**config.mk**
```make
export PLATFORM = sky130hd
export DESIGN_NAME = bcd_display_scanner_flat
export DESIGN_NICKNAME = d
export VERILOG_FILES = /design/src/rtl/disp_pkg.sv /design/src/rtl/bcd_display_scanner_if.sv /design/src/rtl/bcd_display_scanner_seg7_decode_n.sv /design/src/rtl/bcd_display_scanner.sv /design/src/flat_wrapper.sv
export SDC_FILE = /design/constraint.sdc
export NUM_CORES = 1
export LEC_CHECK = 0
export CAP_MARGIN = 20
export CORE_MARGIN = 2
export CORE_UTILIZATION = 53
export CTS_CLUSTER_DIAMETER = 80
export DETAILED_ROUTE_END_ITERATION = 10
export PLACE_DENSITY = 0.8
export SLEW_MARGIN = 20
export SYNTH_ARGS = -nofsm -noshare
export SYNTH_HDL_FRONTEND = slang
export SYNTH_SLANG_ARGS = --single-unit
```
**constraint.sdc**
```tcl
create_clock -name clk -period 2.67 [get_ports clk]
set_input_delay 0.534 -clock clk [delete_from_list [all_inputs] [get_ports clk]]
set_output_delay 0.534 -clock clk [all_outputs]
set_load 0.02 [all_outputs]
```
**src/rtl/disp_pkg.sv**
```systemverilog
// Shared types and segment patterns for the 7-segment display path (abcdefg, bit 6 = a).
package disp_pkg;

  typedef logic [3:0] bcd_t;
  typedef logic [6:0] seg_t;

  typedef enum logic {
    BLANK = 1'b0,
    SHOW  = 1'b1
  } slot_state_t;

  localparam seg_t SEG_BLANK = 7'b0000000;

  // Positive-polarity patterns for digits 0..9.
  localparam seg_t DIGIT_PAT [0:9] = '{
    7'b1111110, 7'b0110000, 7'b1101101, 7'b1111001, 7'b0110011,
    7'b1011011, 7'b1011111, 7'b1110000, 7'b1111111, 7'b1110011
  };

endpackage

```
**src/rtl/bcd_display_scanner_if.sv**
```systemverilog
// Digit load bus in, pin-level anode/segment drive out; slave side is the scanner.
interface bcd_display_scanner_if #(
  parameter int N_DIGITS = 8
) ();

  logic [4*N_DIGITS-1:0] bcd_in;
  logic                  load;
  logic [N_DIGITS-1:0]   digit_en;
  logic [N_DIGITS-1:0]   anodes_n;
  logic [6:0]            seg_n;
  logic                  dp_n;
  logic                  slot_tick;

  modport master (
    output bcd_in, load, digit_en,
    input  anodes_n, seg_n, dp_n, slot_tick
  );

  modport slave (
    input  bcd_in, load, digit_en,
    output anodes_n, seg_n, dp_n, slot_tick
  );

endinterface

```
**src/rtl/bcd_display_scanner_seg7_decode_n.sv**
```systemverilog
// Combinational BCD to active-low segments; codes 10..15 come out fully dark.
module seg7_decode_n
  import disp_pkg::*;
(
  input  bcd_t bcd,
  output seg_t seg_n
);

  seg_t pat;

  always_comb begin
    pat = SEG_BLANK;
    for (int i = 0; i < 10; i++) begin
      if (bcd == i[3:0]) pat = DIGIT_PAT[i];
    end
  end

  assign seg_n = ~pat;

endmodule

```
**src/rtl/bcd_display_scanner.sv**
```systemverilog
// Multiplexed common-anode scanner: one digit per REFRESH_DIV-cycle slot, BLANK_CYCLES dark lead-in.
// Outputs registered (1 cycle); no backpressure, load is a fire-and-forget strobe.
// Optional LEADING_ZERO_BLANK_EN darkens leading zero digits above digit 0.
module bcd_display_scanner
  import disp_pkg::*;
#(
  parameter int N_DIGITS     = 8,
  parameter int REFRESH_DIV  = 100000,
  parameter int BLANK_CYCLES = 16
) (
  input logic               clk,
  input logic               reset,
  bcd_display_scanner_if.slave bus
);

  localparam int PW = (REFRESH_DIV > 2) ? $clog2(REFRESH_DIV) : 1;
  localparam int IW = $clog2(N_DIGITS);

  typedef logic [PW-1:0] presc_t;
  typedef logic [IW-1:0] idx_t;

  localparam presc_t PRESC_LAST = presc_t'(REFRESH_DIV - 1);
  localparam presc_t BLANK_END  = presc_t'(BLANK_CYCLES);
  localparam idx_t   IDX_LAST   = idx_t'(N_DIGITS - 1);
  localparam slot_state_t RST_STATE = (BLANK_CYCLES == 0) ? SHOW : BLANK;

  logic [4*N_DIGITS-1:0] shadow_bcd;
  logic [N_DIGITS-1:0]   shadow_en;
  presc_t                presc, presc_nxt;
  idx_t                  index, index_nxt;
  logic                  presc_last;
  slot_state_t           state, state_nxt;

  logic [N_DIGITS-1:0]   lz_dark;
  logic [N_DIGITS-1:0]   show_mask;
  bcd_t                  cur_bcd;
  seg_t                  cur_seg_n;
  logic [N_DIGITS-1:0]   anodes_d;
  seg_t                  seg_d;

  // Shadow registers: the display runs from these, never from bcd_in directly.
  always_ff @(posedge clk or posedge reset) begin
    if (reset) begin
      shadow_bcd <= '0;
      shadow_en  <= '0;
    end else if (bus.load) begin
      shadow_bcd <= bus.bcd_in;
      shadow_en  <= bus.digit_en;
    end
  end

  assign presc_last = (presc == PRESC_LAST);
  assign presc_nxt  = presc_last ? '0 : presc_t'(presc + 1'b1);

  always_comb begin
    index_nxt = index;
    if (presc_last) index_nxt = (index == IDX_LAST) ? '0 : idx_t'(index + 1'b1);
  end

  always_ff @(posedge clk or posedge reset) begin
    if (reset) begin
      presc <= '0;
      index <= '0;
    end else begin
      presc <= presc_nxt;
      index <= index_nxt;
    end
  end

  // Slot FSM mirrors the prescaler phase so the output stage can key off a state.
  always_ff @(posedge clk or posedge reset) begin
    if (reset) state <= RST_STATE;
    else       state <= state_nxt;
  end

  always_comb begin
    state_nxt = SHOW;
    if (presc_nxt < BLANK_END) state_nxt = BLANK;
  end

`ifdef LEADING_ZERO_BLANK_EN
  logic higher_zero;

  // Digit i is dark when it and every digit above it hold zero; digit 0 always shows.
  always_comb begin
    lz_dark     = '0;
    higher_zero = 1'b1;
    for (int i = N_DIGITS - 1; i >= 1; i--) begin
      higher_zero = higher_zero & (shadow_bcd[4*i +: 4] == 4'd0);
      lz_dark[i]  = higher_zero;
    end
  end
`else
  assign lz_dark = '0;
`endif

  assign show_mask = shadow_en & ~lz_dark;
  assign cur_bcd   = shadow_bcd[{index, 2'b00} +: 4];

  seg7_decode_n u_decode (
    .bcd   (cur_bcd),
    .seg_n (cur_seg_n)
  );

  always_comb begin
    anodes_d = '1;
    seg_d    = '1;
    case (state)
      SHOW: begin
        if (show_mask[index]) anodes_d[index] = 1'b0;
        seg_d = cur_seg_n;
      end
      default: begin
        anodes_d = '1;
        seg_d    = '1;
      end
    endcase
  end

  always_ff @(posedge clk or posedge reset) begin
    if (reset) begin
      bus.anodes_n  <= '1;
      bus.seg_n     <= '1;
      bus.slot_tick <= 1'b0;
    end else begin
      bus.anodes_n  <= anodes_d;
      bus.seg_n     <= seg_d;
      bus.slot_tick <= presc_last;
    end
  end

  assign bus.dp_n = 1'b1;

endmodule
```
**src/flat_wrapper.sv**
```systemverilog
// flat-port wrapper written by rule: the top's interface ports become plain ports
module bcd_display_scanner_flat import disp_pkg::*;
#(
  parameter int N_DIGITS     = 8,
  parameter int REFRESH_DIV  = 100000,
  parameter int BLANK_CYCLES = 16
)
  (clk, reset, bus_bcd_in, bus_load, bus_digit_en, bus_anodes_n, bus_seg_n, bus_dp_n, bus_slot_tick);
  bcd_display_scanner_if #(.N_DIGITS(N_DIGITS)) bus_i ();
  input logic clk;
  input logic reset;
  input wire logic [$bits(bus_i.bcd_in)-1:0] bus_bcd_in;
  input wire logic [$bits(bus_i.load)-1:0] bus_load;
  input wire logic [$bits(bus_i.digit_en)-1:0] bus_digit_en;
  output wire logic [$bits(bus_i.anodes_n)-1:0] bus_anodes_n;
  output wire logic [$bits(bus_i.seg_n)-1:0] bus_seg_n;
  output wire logic [$bits(bus_i.dp_n)-1:0] bus_dp_n;
  output wire logic [$bits(bus_i.slot_tick)-1:0] bus_slot_tick;
  assign bus_i.bcd_in = bus_bcd_in;
  assign bus_i.load = bus_load;
  assign bus_i.digit_en = bus_digit_en;
  assign bus_anodes_n = bus_i.anodes_n;
  assign bus_seg_n = bus_i.seg_n;
  assign bus_dp_n = bus_i.dp_n;
  assign bus_slot_tick = bus_i.slot_tick;
  bcd_display_scanner #(.N_DIGITS(N_DIGITS), .REFRESH_DIV(REFRESH_DIV), .BLANK_CYCLES(BLANK_CYCLES)) u_core (.clk(clk), .reset(reset), .bus(bus_i));
endmodule
```
======== Yosys cells after proc, flatten, opt, wreduce, memory -nomap -nowiden ========
Index checks and enable logic that the tools add are counted.
operators by class
  add/subtract/negate cells ............... 2
  $lt $le $gt $ge ......................... 3
  equal/unequal tests ..................... 11
  shift-type cells ........................ 1
  mux-type cells .......................... 20
  bitwise gates (word level) .............. 2
  reductions and logical operators ........ 2
operators by type and width
  cell                                                                number
  2-to-1 mux 7 bit                                                    11
  indexed part select 32 x 6 -> 4 bit                                 1
  adder 17 x 1 -> 17 bit (second input constant)                      1
  equality test 17 bit (second input constant)                        1
  less-than comparator 17 x 5 -> 1 bit (second input constant)        1
  2-to-1 mux 17 bit                                                   1
  equality test 4 x 3 -> 1 bit (second input constant)                4
  2-to-1 mux 8 bit                                                    2
  equality test 4 x 2 -> 1 bit (second input constant)                2
  equality test 4 bit (second input constant)                         2
  NOT 8 bit                                                           1
  NOT 7 bit                                                           1
  equality test 4 x 1 -> 1 bit (second input constant)                1
  logical NOT 4 bit                                                   1
  less-than comparator 3 x 4 -> 1 bit (second input constant)         1
  adder 3 x 1 -> 3 bit (second input constant)                        1
  binary-select mux 1 bit (select 3 bit)                              1
  demux 1 bit (select 3 bit)                                          1
  equality test 3 bit (second input constant)                         1
  greater-or-equal comparator 3 x 1 -> 1 bit (second input constant)  1
  2-to-1 mux 1 bit                                                    3
  2-to-1 mux 3 bit                                                    1
  logical AND 1 bit                                                   1
storage, ports and cells
  register bits ........................... 77
  output and inout port bits .............. 17
  word-level logic and storage cells ...... 49

======== Depth between registers and ports, before layout ========
  word-level depth ........................ 14
  gate-level depth with buffers ........... 8
  depth with buffers taken out ............ 7

======== Cells and area by module ========
A second synthesis with hierarchy kept.
second synthesis, totals
  cells, all modules ...................... 273
  area, all modules ....................... 3,603.5 µm²
modules (own cells, without submodules)
  module               times used  cells an instance  area an instance (µm²)  seq. area each (µm²)
  bcd_display_scanner  1           249                3,419.5                 1,945.6
  seg7_decode_n        1           24                 183.9                   0.0

======== Least setup slack after synthesis ========
OpenSTA, ideal clock, no wires.
  kind .................................... register to register
  start ................................... reg u_core.presc[13]
  end ..................................... reg u_core.index[2]
  setup time .............................. 0.127 ns
  arrival time ............................ 2.151 ns
  required time ........................... 2.543 ns
  slack ................................... 0.392 ns
  cell stages (with the launch flop) ...... 7
  clock period less this slack ............ 2.278 ns
  cell sequence ........................... dfrtp_1 buf_6 or4b_1 or4_4 nor3_1 buf_4 mux2_1
on the way
  longest elaborated chain between the ends .. 1
ends and longest elaborated chain
  item                      line                       RTL
  start: declaration        bcd_display_scanner.sv:29  presc_t presc, presc_nxt;
  start signal: assignment  bcd_display_scanner.sv:65  presc <= presc_nxt;
  equality test 17 bit      bcd_display_scanner.sv:52  assign presc_last = (presc == PRESC_LAST);
  end signal: assignment    bcd_display_scanner.sv:66  index <= index_nxt;
  end: declaration          bcd_display_scanner.sv:30  idx_t index, index_nxt;
Every way passes these cells.
A chain may end at the register's enable or synchronous reset.

======== Worst setup path after layout ========
  start ................................... reg u_core.presc[11]
  end ..................................... reg u_core.state
on the way
  longest elaborated chain between the ends .. 4
  elaborated cells between the ends (all ways) .. 5
  those cells by class .................... 1 x add/sub; 1 x order compare; 1 x eq/ne; 2 x mux
ends and longest elaborated chain
  item                                  line                       RTL
  equality test 17 bit                  bcd_display_scanner.sv:52
  2-to-1 mux 17 bit                     bcd_display_scanner.sv:53  assign presc_nxt = presc_last ? '0 : presc_t'(presc + 1'b1);
  named net u_core.presc_nxt[5]         bcd_display_scanner.sv:29
  less-than comparator 17 x 5 -> 1 bit  bcd_display_scanner.sv:78  if (presc_nxt < BLANK_END) state_nxt = BLANK;
  2-to-1 mux 1 bit                      bcd_display_scanner.sv:78
  named net u_core.state_nxt            bcd_display_scanner.sv:32  slot_state_t state, state_nxt;
  end signal: assignment                bcd_display_scanner.sv:73  else state <= state_nxt;
  end: declaration                      bcd_display_scanner.sv:32
The timed path passes the listed nets, and every way through them passes these cells.

==> flow_summary.json <==
{
  "p_clk_share_pct": 37.6,
  "synth_cells": 271,
  "mostFrequentLayoutCell": "dfrtp_1",
  "r2r-end": "u_core.state",
  "antenna_left": 0,
  "finalCriticalPeriod_ns": 2.447,
  "yosys.area_share.simple_pct": 11.06,
  "core_sq_mm": 0.006350,
  "die_h_um": 85.09,
  "dr_total_vias": 2302,
  "antenna_found_initial": 0,
  "die_area_sq_mm": 0.007239,
  "drcViolationCount": 0,
  "synth-xor-area-share_pct": 4.524,
  "r2r_slack_ns": 0.22,
  "worstMarginPinSlew_ns": 0.6281,
  "drtPass1Iterations": 4,
  "worstHoldPathType": "reg -> reg",
  "rsz0062_at_grt": "false",
  "groute.usage.overall_pct": 20.42,
  "final_cells": 413,
  "antennaDiodeCount": 0,
  "status": "completed",
  "slowest_stage": "or4b_1",
  "leakage_nw": 1.801,
  "routed_via_density": 5.574,
  "die_x_um": 85.09,
  "cts_sinks": 77,
  "cp.required_ns": 2.87,
  "ys_ff_latch": 77,
  "gp_congestion": 0.8870,
  "cp-end-kind": "register",
  "fin_crit_sh_pct": 91.63,
  "drt_iter0_markers": 134,
  "switchingPower_uw": 559.4,
  "syn2layout_area_growth_pct": 25.06,
  "grt_pass1_vias": 2394,
  "io_pins": 60,
  "hold_path.startpoint": "u_core.shadow_en[4]",
  "ctsResizeCount": 0,
  "power_frac_comb_pct": 12.1,
  "synth_cell_types": 42,
  "clk-insertion-delay-late_ns": 0.34,
  "synth_top_area_share_pct": 44.52,
  "ys_seq_area_share_pct": 55.83,
  "power_mw": 2.576,
  "setup-tns-final_ns": 0,
  "p_sw_share_pct": 21.72,
  "yosysTopAreaCell": "dfrtp_1",
  "clkTransAtPathRegs_ns": 0.07,
  "rr_startpoint": "u_core.presc[11]",
  "hpwl_mm": 4.619,
  "clock_path_buffers": 2,
  "ir_drop_mv": 0.4954,
  "reg2regPathDepth": 6,
  "synth_top_family_by_area": "multiplexers",
  "cts_inserted_buffers": 9,
  "power.density_mw_per_mm2": 591.1,
  "ff_latch_area_sq_mm": 0.001946,
  "critPathLaunchType": "register",
  "cts-htree-levels": 3,
  "initial_core_util_pct": 54.88,
  "synth_mux_area_share_pct": 20.86,
  "max_stage_delay_ns": 0.53,
  "nFillCells": 457,
  "drive_gt1_share_pct": 28.27,
  "cts_setup_buffers": 0,
  "maxCapViolCount": 0,
  "intPower_mw": 2.017,
  "row_count": 29,
  "syn_avg_cell_area_sq_um": 12.86,
  "holdPathStages": 1,
  "postLayoutCoreUtil_pct": 68.63,
  "drv_slew": 0,
  "grt_first_pass_wirelength_mm": 11.63,
  "syn_area_sq_mm": 0.003485,
  "cts_tree": "done",
  "placed_cells": 397,
  "max_freq_mhz": 408.7,
  "synth_compound_area_share_pct": 3.770,
  "power_frac_seq_pct": 50.3,
  "yosys_warnings": 0,
  "cp.arrival_ns": 2.65,
  "synth_fp_nets": 317,
  "grt-ovfl-total": 0,
  "hold_path_end": "u_core.bus.anodes_n[4]",
  "layout.nets": 377,
  "crit_chain": "or4b_1 > or4_4 > nor3_1 > nor2_1 > nor3_1 > o211ai_1",
  "wire_per_inst_um": 16.30,
  "crit_type": "reg -> reg",
  "skew_ns": 0.007586,
  "grt_max_degree": 78,
  "final_hold_viol_count": 0,
  "wirelength_mm": 6.731,
  "finalSetupViolCount": 0,
  "synth_adder_area_share_pct": 1.077,
  "synthTopCellsByArea": "dfrtp_1 (45%), mux2_2 (14%), dfstp_2 (11%)",
  "layout_common_cells": "dfrtp_1 (62), clkdlybuf4s50_1 (57), mux2_2 (44)",
  "multi_input_area_sq_mm": 0.001443,
  "cts-root-buf": "clkbuf_8",
  "relSlewSlack_pct": 58.12,
  "cpMostUsedCell": "nor3_1",
  "port_buffers": 58,
  "crit_fanout": 5,
  "postCtsHoldBufs": 0
}
==> stage by stage <==
stage	instance area [sq um]	worst slack (ns)	hold WS [ns]
after floorplan	3485	0.1941	0.3866
after global placement	4133	0.3864	0.3987
after detailed placement	4133	0.2562	0.4131
after CTS	4358	0.2346	0.4167
after global routing	4358	0.07540	0.4410
final	4358	0.2234	0.4198
==> kinds of logic after synthesis <==
kind of cell             after synthesis
other                                  1
buffers and inverters                 20
XOR/XNOR                              18
AND/OR/NAND/NOR                       76
multiplexers                          57
flip-flops                            77
AO/OA/AOI/OAI                         19
adder cells (fa/ha/maj)                3
==> power by group through the flow <==
stage	Clock (mW)	Combinational, mW	Sequential, mW
finish	0.968	0.313	1.30
global placement	0	0.306	1.31
floorplan	0	0.157	1.33
CTS	0.991	0.316	1.30
global route	1.05	0.341	1.31
detailed placement	0	0.313	1.32
==> state kept, by name (all words and copies together), names as in the netlist <==
signal and cells:
u_core.shadow_en 8, u_core.bus.anodes_n 8, u_core.bus.slot_tick 1, u_core.bus.seg_n 7, u_core.state 1, u_core.presc 17
u_core.shadow_bcd 32, u_core.index 3
==> cell usage after synthesis (all sizes together) <==
cell type and instances:
dfrtp 62, ha 3, a21oi 4, mux2 45, a32oi 2, o22ai 2, clkbuf 4, a211oi 2
or3 2, mux2i 4, o211ai 1, buf 10, and2 2, o2111ai 1, xnor2 10, or4 1
nand2 19, nand3b 2, nand3 13, dfstp 15, inv 6, xor2 8, nor2 18, nor2b 3
conb 1, mux4 8, o31ai 1, nor3 5, or4b 2, a21boi 1, nand4 5, o21ai 4
a221o 1, and4 1, and3 3
==> routing by layer <==
metal  up-vias  track usage (%)  share of wire [%]
met1      1146            26.90                 44
li1       1085                -                  -
met5         -                0                  0
met4         0            5.772               0.82
met3         7            5.545                4.7
met2        64            33.59                 50
==> cell type report <==
class	instances	share of cell area, %
sequential	77	44.65
multi-input combinational	174	33.10
inverter	6	0.5168
clock inverter	4	1.608
tap	77	2.211
clock buffer	12	3.560
timing repair buffer	63	14.36
==> worst max-delay path by stage <==
stage                startpoint              endpoint  slack (ns)  cells past startpoint
5_1_grt        u_core.presc[11]          u_core.state        0.08                      6
4_1_cts        u_core.presc[11]          u_core.state        0.23                      6
2_1_floorplan             reset  u_core.bus.slot_tick        0.19                      1
3_3_place_gp   u_core.presc[11]          u_core.state        0.39                      6
3_5_place_dp   u_core.presc[11]          u_core.state        0.26                      6
6_report       u_core.presc[11]          u_core.state        0.22                      6
==> worst max-delay path: cells and delay by family (launching register included) <==
family	cells	cell delay, ns
and+or+nand+nor	5	1.77
AOI/OAI and AO/OA	1	0.12
DFF	1	0.43
Power figures use the tool's default switching activity.
